$ cat src/rtl/loop_detect_engine.sv
// loop_detect_engine: collects directed edges into an N x N reachability matrix, closes it with
// Warshall's algorithm one row per cycle, then reports whether any node reaches itself.
module loop_detect_engine #(
   parameter int N   = 16,
   parameter int IDW = 4
) (
   input  logic           clk,
   input  logic           rst,
   input  logic           edge_valid,
   output logic           edge_ready,
   input  logic [IDW-1:0] edge_src,
   input  logic [IDW-1:0] edge_dst,
   input  logic           edge_last,
   output logic           busy,
   output logic           done,
   output logic           loop_found,
   output logic [IDW-1:0] loop_node,
   output logic           bad_edge
);

   typedef enum logic [1:0] {
      LOAD  = 2'd0,
      CLOSE = 2'd1,
      SCAN  = 2'd2,
      DONE  = 2'd3
   } state_t;

   localparam logic [IDW-1:0] LAST_ID = IDW'(N - 1);
   localparam logic [IDW:0]   N_EXT   = (IDW + 1)'(N);

   state_t           state_r;
   logic [N-1:0]     mat_r [N];
   logic [IDW-1:0]   k_r;
   logic [IDW-1:0]   i_r;
   logic             edge_ready_r;
   logic             busy_r;
   logic             done_r;
   logic             loop_found_r;
   logic [IDW-1:0]   loop_node_r;
   logic             bad_edge_r;

   logic             accept_s;
   logic             in_range_s;
   logic [N-1:0]     onehot_s;
   logic [N-1:0]     diag_s;
   logic             any_s;
   logic [IDW-1:0]   low_s;

   assign edge_ready = edge_ready_r;
   assign busy       = busy_r;
   assign done       = done_r;
   assign loop_found = loop_found_r;
   assign loop_node  = loop_node_r;
   assign bad_edge   = bad_edge_r;

   // Edge acceptance, range check and one-hot column for the destination node
   always_comb begin
      accept_s   = edge_valid && edge_ready_r;
      in_range_s = ({1'b0, edge_src} < N_EXT) && ({1'b0, edge_dst} < N_EXT);
      onehot_s   = {{(N - 1){1'b0}}, 1'b1} << edge_dst;
   end

   // Diagonal of the closed matrix; descending scan leaves the lowest cyclic node in low_s
   always_comb begin
      diag_s = '0;
      low_s  = '0;
      for (int j = 0; j < N; j++) begin
         diag_s[j] = mat_r[j][j];
      end
      for (int j = N - 1; j >= 0; j--) begin
         if (diag_s[j]) begin
            low_s = IDW'(j);
         end else begin
            low_s = low_s;
         end
      end
      any_s = |diag_s;
   end

   // Main FSM: edge loading, row-per-cycle closure, diagonal scan, result hold
   always_ff @(posedge clk or posedge rst) begin
      if (rst) begin
         state_r      <= LOAD;
         for (int r = 0; r < N; r++) begin
            mat_r[r] <= '0;
         end
         k_r          <= '0;
         i_r          <= '0;
         edge_ready_r <= 1'b1;
         busy_r       <= 1'b0;
         done_r       <= 1'b0;
         loop_found_r <= 1'b0;
         loop_node_r  <= '0;
         bad_edge_r   <= 1'b0;
      end else begin
         case (state_r)
            LOAD: begin
               if (accept_s) begin
                  if (in_range_s) begin
                     mat_r[edge_src][edge_dst] <= 1'b1;
                  end else begin
                     bad_edge_r <= 1'b1;
                  end
                  if (edge_last) begin
                     state_r      <= CLOSE;
                     k_r          <= '0;
                     i_r          <= '0;
                     edge_ready_r <= 1'b0;
                     busy_r       <= 1'b1;
                  end
               end
            end
            CLOSE: begin
               // Row i absorbs row k when i already reaches k
               if (mat_r[i_r][k_r]) begin
                  mat_r[i_r] <= mat_r[i_r] | mat_r[k_r];
               end
               if (i_r == LAST_ID) begin
                  i_r <= '0;
                  if (k_r == LAST_ID) begin
                     state_r <= SCAN;
                  end else begin
                     k_r <= k_r + IDW'(1);
                  end
               end else begin
                  i_r <= i_r + IDW'(1);
               end
            end
            SCAN: begin
               loop_found_r <= any_s;
               loop_node_r  <= low_s;
               done_r       <= 1'b1;
               busy_r       <= 1'b0;
               edge_ready_r <= 1'b1;
               state_r      <= DONE;
            end
            DONE: begin
               // First edge of the next graph wipes the matrix and lands in the same cycle
               if (accept_s) begin
                  for (int r = 0; r < N; r++) begin
                     mat_r[r] <= (in_range_s && (edge_src == IDW'(r))) ? onehot_s : '0;
                  end
                  bad_edge_r   <= !in_range_s;
                  done_r       <= 1'b0;
                  loop_found_r <= 1'b0;
                  loop_node_r  <= '0;
                  if (edge_last) begin
                     state_r      <= CLOSE;
                     k_r          <= '0;
                     i_r          <= '0;
                     edge_ready_r <= 1'b0;
                     busy_r       <= 1'b1;
                  end else begin
                     state_r <= LOAD;
                  end
               end
            end
            default: begin
               state_r <= LOAD;
            end
         endcase
      end
   end

endmodule

$ cat config.mk
export PLATFORM = sky130hd
export DESIGN_NAME = loop_detect_engine
export DESIGN_NICKNAME = d
export VERILOG_FILES = /design/src/rtl/loop_detect_engine.sv
export SDC_FILE = /design/constraint.sdc
export NUM_CORES = 1
export LEC_CHECK = 0
export CAP_MARGIN = 20
export CORE_ASPECT_RATIO = 1.1
export CORE_MARGIN = 2
export CORE_UTILIZATION = 60
export CTS_CLUSTER_DIAMETER = 200
export CTS_CLUSTER_SIZE = 24
export DETAILED_ROUTE_END_ITERATION = 16
export GPL_ROUTABILITY_DRIVEN = 1
export PLACE_DENSITY = 0.78
export SETUP_SLACK_MARGIN = 0.02
export SLEW_MARGIN = 20
export SYNTH_ARGS = -nofsm -noshare
export SYNTH_HDL_FRONTEND = slang
export SYNTH_SLANG_ARGS = --single-unit
$ cat constraint.sdc
create_clock -name clk -period 33.2 [get_ports clk]
set_clock_uncertainty 0.15 [all_clocks]
set_input_delay 9.96 -clock clk [delete_from_list [all_inputs] [get_ports clk]]
set_output_delay 9.96 -clock clk [all_outputs]
set_load 0.02 [all_outputs]
==> impl_results.md, run 1 <==
* Per-cell routed wire length at 32.2 µm
* Sum Neg Setup Slack at 0 ns
* First-pass GRT wire length at 111 mm
* Fmax at 0.0752 GHz
* Dominant cells by area after synthesis: dfrtp_1 34%, mux4_2 14%, a22oi_1 7.7%
* Post-CTS Resized at 0
* Core Box Area at about 33,000 µm²
* Cts hold-fix bufs at 0
* Iteration-0 DRC count of the detailed router at around 3,100
* Power Density at 28.2 nW/µm²
* Input/output buffers at 19
* Starting Density at 60.5%
* Place WS at approximately 20 ns
* P_leak at 0.00733 µW
* Syn Area/Cell at 10.1 µm²
* Critical path required time at 33.50 ns
* Routed Antenna Nets at 0
* GRT overflow at 0
* Crit-path max cell delay at 1.00 ns
* Vias in the first global route at ~18,000
* Critical path type: primary input to flop
* Seq cells post-synth at around 270
* Final period utilization at 40.1%
* Sequential fraction of the synthesis area at 34.2%
* Post-synth top area cell: dfrtp_1
* Fin. Hold Viols at 0
* EDFF count, synth at 0
* Drt pass-1 iters at 10
* Final worst setup slack at 19.90 ns
* Min Tclk post-route at about 13 ns
* Flop-to-flop setup slack at 26.20 ns
* FP Rows at 70
* CP max FO at 66
* Largest net degree at the start of global routing at 125
* Clock-pin slew on the worst setup and hold paths at 0.12 ns
* WP data arrival at 13.60 ns
* Detailed-route DRC error count at 0
* Slew margin rel. at 13.9%
* Primary FF master, synth: dfrtp_1
* Peak VDD IR at ~0.028 mV
* Final setup fails at 0
* ANT cells at 0
* Clock Tree Root: clkbuf_16
* Layout cells sized above 1 at between 10% and 20%
* Final core utilization at 62.0%
* Die Y at 196 µm
* Vias per inst at 8.15
* Post-DP HPWL at 44.9 mm
* DIE AREA at ~35,000 µm²
* Pins Over Slew Limit at 0
* Setup crit start kind: primary input
* Max-cap violations at 0
* Vias at 18,600
* RSZ-0062 raised after global routing: false
* Overall Global Routing Usage at 42.2%
* Power, Total at 579 µW
* Synth-to-Final Area Change at 2.52%
* Post-Synthesis Cells at 1,990
* Worst Hold Class: flop to flop
* Post-synth cell types at 69
* Initial antenna violation count at 0
* Mapped Area at 20,000 µm²
* Synth warn at 0
* CP Capture Type: flop
* DIE WIDTH at 178 µm
* Max stage delay cell, worst path: nand3_4
* Crit path max-delay family: simple AND/OR/NAND/NOR gates
* Critical path cell sequence: clkdlybuf4s50_1, nand2_1, o21ai_0, nor2b_1, nand3_4, buf_4, a22o_1
* Longest Clk Path Bufs at 3
* IO Pins at 21
* Clk Latency, worst-skew pair at around 0.55 ns
* CTS Buf Count at 15
* Outcome: complete, no violations
* Layout Nets at 1,872
* H-tree depth at 1
* GP Congestion at 0.999
* CP bufs+invs at 2
* Sink Count at between 200 and 300
* Post-CTS setup repair buffer count at 0
* Worst Tran Pin Value at 1.29 ns
* Post-synth ARST share at between 90% and 100%
* Net Count, Synth at about 2,000
* Most common library cells after synthesis: 273 x dfrtp_1, 214 x nand2_1, 206 x a22oi_1
* Drt total wl at about 74 mm
* Yosys top cell area share at 34.1%
* CTS tree: done
* Top-count cell post-synth: dfrtp_1
power breakdown:
group / internal (µW) / leakage [µW] / switching [µW]
clock: 86.6 / 0.000204 / 125
sequential: 335 / 0.00365 / 1.70
combinational: 7.59 / 0.00347 / 23.1
final timing paths:
path / startpoint / end / depth (start not counted)
min reg2reg: loop_node[3] / loop_node[3] / 1
min: loop_node[3] / loop_node[3] / 1
min in group asynchronous: rst / mat_r[175] / 2
max in group asynchronous: rst / edge_ready / 4
max: edge_valid / mat_r[211] / 7
max reg2reg: i_r[1] / mat_r[211] / 12
cells by family after synthesis:
kind of cell / synth area share (%)
mux: 17.3
fa+ha+maj: 0.625
simple gates: 9.41
compound gates: 32.0
other cells: 0.0187
flops: 34.2
buf+inv: 6.50
cell usage in the layout, fill, tap and decap left out, types with 21 or more instances in the layout:
cell,n
o2bb2ai_2,64
a22o_1,50
o21ai_0,184
dfrtp_1,268
a21oi_1,69
mux2i_1,58
nor2_1,100
o2bb2ai_1,142
a22oi_1,206
mux4_2,123
inv_1,21
buf_4,47
nand3_1,22
o22ai_1,41
nand2_1,212
a222oi_1,24
worst reg2reg max path, stage by stage, from the launching register on:
cell and delay (ns):
dfrtp_4 0.56, buf_4 0.64, buf_4 0.75, mux4_1 0.66
mux2_2 0.31, mux2i_1 0.17, o21ai_0 0.09, a21oi_1 0.61
or3_1 0.39, nand3_2 0.47, nand3_4 0.99, buf_4 0.85
a22o_1 0.34
per-stage QoR:
| stage | cell area (µm²) | instances | hold slack, ns |
|---|---|---|---|
| after global placement | 20000 | 2261 | 0.338 |
| after detailed placement | 20000 | 2262 | 0.350 |
| final | 20500 | 2288 | 0.374 |
| after global routing | 20500 | 2288 | 0.405 |
| after floorplan | 20000 | 1990 | 0.327 |
| after CTS | 20500 | 2285 | 0.373 |
flip-flops by register name, indices dropped and copies added (netlist names), 2 cells and up:
signal and cells:
state_r 2, loop_node 4, mat_r 240, diag_s 16, i_r 4, k_r 4
area by class of cell:
cell class,instances,area (µm²)
fillers,2629,12600
repair buffers,68,598
clock buffers,21,398
well taps,432,541
multi-input cells,1468,12000
inverters,23,93.8
flip-flops and latches,274,6870
clock inverters,2,25.0
metal layers:
| layer | vias to the layer above | share of wire, % | GRT usage, % |
|---|---|---|---|
| li1 | 7534 | - | - |
| met1 | 9078 | 34 | 55.2 |
| met2 | 1632 | 43 | 59.2 |
| met3 | 393 | 15 | 13.9 |
| met4 | 0 | 8.4 | 29.5 |
| met5 | - | 0 | 0 |
(Power assumes the default switching activity.)
==> inputs of run 2 (changes only) <==
CORE_UTILIZATION = 58   (was 60)
clock period = 10.7 ns   (was 33.2 ns; I/O delays follow)
==> run 2 against run 1 <==
  * Register-to-register slack lost 22 ns
  * Largest power group unchanged
  * Global-route usage decreased by 1.2 points
  * Final cell count about the same
  * Sequential share of layout area is 0.063 points higher
  * Routed wire length increased by 0.12%
  * Die area grew 3.4%
  * Highest routed layer unchanged
  * Critical path depth rose by 5
  * Via count down 0.62%
==> impl_results.md, run 2 (synthesized netlist as in run 1, its figures left out) <==
* Top reg by flops: mat_r
* M2 GR Usage at 59.5% (+0.37 points)
* Clock Tree Root: clkbuf_16
* Most common cell after layout, fill and taps aside: dfrtp_1
* Fin cells at 2,289 (+0.044%)
* Worst reg2reg path depth at 12 (unchanged)
* Final setup fails at 0 (unchanged)
* Peak VDD IR at 0.0940 mV (+240%)
* DIE WIDTH at 181 µm (+1.7%)
* CTS tree: done
* Final period utilization at 59.7%
* Sequential power share at 58.3% (+0.2 points)
* R2R Path Start: i_r[3]
* Initial antenna violation count at 2 (+2)
* CP Capture Type: flop
* Global-route met3 utilization at 12.2% (-1.7 points)
* Longest Clk Path Bufs at 3 (unchanged)
* CP Capture Point: diag_s[4]
* Power Density at 87.3 nW/µm² (+210%)
* Max reg flops at 240 (unchanged)
* Drt pass-1 iters at 8 (-2)
* Starting Density at 58.7% (-1.8 points)
* Vias in the first global route at 17,800 (-1.9%)
* Vias per inst at 8.09 (-0.66%)
* GRT overflow at 0 (unchanged)
* Detailed-route DRC error count at 0 (unchanged)
* Post-CTS Resized at 0 (unchanged)
* Per-cell routed wire length at 32.3 µm (about the same)
* Switching Fraction at 25.9% (-0.029 points)
* Routed Antenna Nets at 0 (unchanged)
* Core Box Area at 34,100 µm² (+3.0%)
* Power, Total at 1790 µW (+210%)
* IO Pins at 21 (unchanged)
* Clk pwr share at 36.5% (about the same)
* Vias at 18,500 (-0.62%)
* ANT cells at 0 (unchanged)
* Largest net degree at the start of global routing at 153 (+22%)
* Critical path required time at 11.00 ns (-22.50 ns)
* Int Pwr at 1330 µW (+210%)
* CTS Buf Count at 15 (unchanged)
* Setup crit start kind: flop
* CP max FO at 152 (+130%)
* GR Layer Usage met1 at 53.2% (-2.0 points)
* Busiest grt layer: met2
* Layout Nets at 1,869 (-0.16%)
* Pins Over Slew Limit at 0 (unchanged)
* Drt total wl at 73.9 mm (+0.12%)
* Comb power frac at 5.2% (about the same)
* Sum Neg Setup Slack at 0 ns (unchanged)
* Worst r2r dst: diag_s[4]
* Fillers at 2,852 (+8.5%)
* Clock-pin slew on the worst setup and hold paths at 0.11 ns (about the same)
* Min Tclk post-route at 6.39 ns
* Slew margin rel. at 19.0% (+5.1 points)
* P_leak at 0.00730 µW (-0.33%)
* Critical path type: flop to flop
* FP Rows at 71 (+1.4%)
* Most frequent cells in the layout: 268 x dfrtp_1, 214 x nand2_1, 206 x a22oi_1
* Input/output buffers at 19 (unchanged)
* RSZ-0062 raised after global routing: false
* Die Y at 199 µm (+1.7%)
* Post-CTS setup repair buffer count at 0 (unchanged)
* Fin. Hold Viols at 0 (unchanged)
* Crit path from: i_r[3]
* Sink Count at 274 (unchanged)
* Outcome: complete, no violations
* Max-cap violations at 0 (unchanged)
* Synth-to-Final Area Change at 2.32%
* Placed instance count at 2,268 (+0.27%)
* Cts hold-fix bufs at 0 (unchanged)
* Worst Hold Class: flop to flop
* Post-DP HPWL at 45.4 mm (+1.1%)
* Clk Latency, worst-skew pair at 0.54 ns (about the same)
* WP data arrival at 6.68 ns (-6.92 ns)
* Overall Global Routing Usage at 41.0% (-1.2 points)
* GP Congestion at 1.01 (+0.85%)
* Worst Tran Pin Value at 1.21 ns (-0.0711 ns)
* Flop-to-flop setup slack at 4.31 ns (-21.89 ns)
* DIE AREA at 36,000 µm² (+3.4%)
* Layout cells sized above 1 at 16.2% (-0.064 points)
* Hold Path Stages at 1 (unchanged)
* Iteration-0 DRC count of the detailed router at 3,237 (+3.5%)
* First-pass GRT wire length at 112 mm (+0.72%)
* Fmax at 0.157 GHz
* Sw power at 463 µW (+210%)
* H-tree depth at 1 (unchanged)
[run 2: changes by cell type in the layout (fill, tap and decap cells not counted), sizes merged]
cell / delta
clkinvlp: +1
buf: -3
clkbuf: -2
inv: -1
[run 2: final cells by class]
type                            count  area [µm²]  share of cell area [%]
Clock buffer                       19         390                    1.90
Clock inverter                      2        25.0                   0.122
Inverter                           23        90.1                   0.439
Multi-Input combinational cell   1468       12000                    58.6
Sequential cell                   274        6870                    33.5
Tap cell                          438         548                    2.67
Timing Repair Buffer               65         561                    2.73
[run 2: power groups by stage]
stage	logic, µW	clock network, µW	registers [µW]
floorplan	55.5	0	1060
global placement	88.3	0	1060
detailed placement	89.7	0	1060
CTS	90.1	645	1040
global route	98.2	684	1040
finish	92.5	653	1040
[run 2: worst max-delay path: stages (launching register included)]
cell	delay, ns
dfrtp_2	0.87
buf_4	0.66
nor2b_1	0.64
buf_4	0.34
a22oi_1	0.13
a21oi_1	0.35
nor4_1	0.10
o221ai_1	0.52
o21bai_4	0.30
nand3_2	0.50
nand3_4	0.63
buf_12	0.58
o2bb2ai_1	0.20
[run 2: stage by stage]
| stage | utilization, % | instance area [µm²] | hold slack (ns) | setup slack [ns] |
|---|---|---|---|---|
| finish | 60.1 | 20500 | 0.360 | 4.31 |
| global route | 60.1 | 20500 | 0.383 | 4.29 |
| CTS | 60.1 | 20500 | 0.356 | 4.67 |
| detailed placement | 58.8 | 20100 | 0.333 | 4.14 |
| global placement | 58.8 | 20100 | 0.322 | 4.20 |
| floorplan | - | 20000 | 0.327 | 3.72 |
[run 2: metal layers]
layer	wire [µm]	vias up
met4	6090	0
met3	10600	385
li1	-	7499
met5	0	-
met2	31300	1561
met1	25800	9077
[run 2: how the worst min path moves through the flow]
stage | startpoint | end
floorplan | mat_r[223] | mat_r[223]
global placement | loop_node[0] | loop_node[0]
detailed placement | loop_node[0] | loop_node[0]
CTS | loop_node[0] | loop_node[0]
global route | loop_node[3] | loop_node[3]
finish | loop_node[3] | loop_node[3]
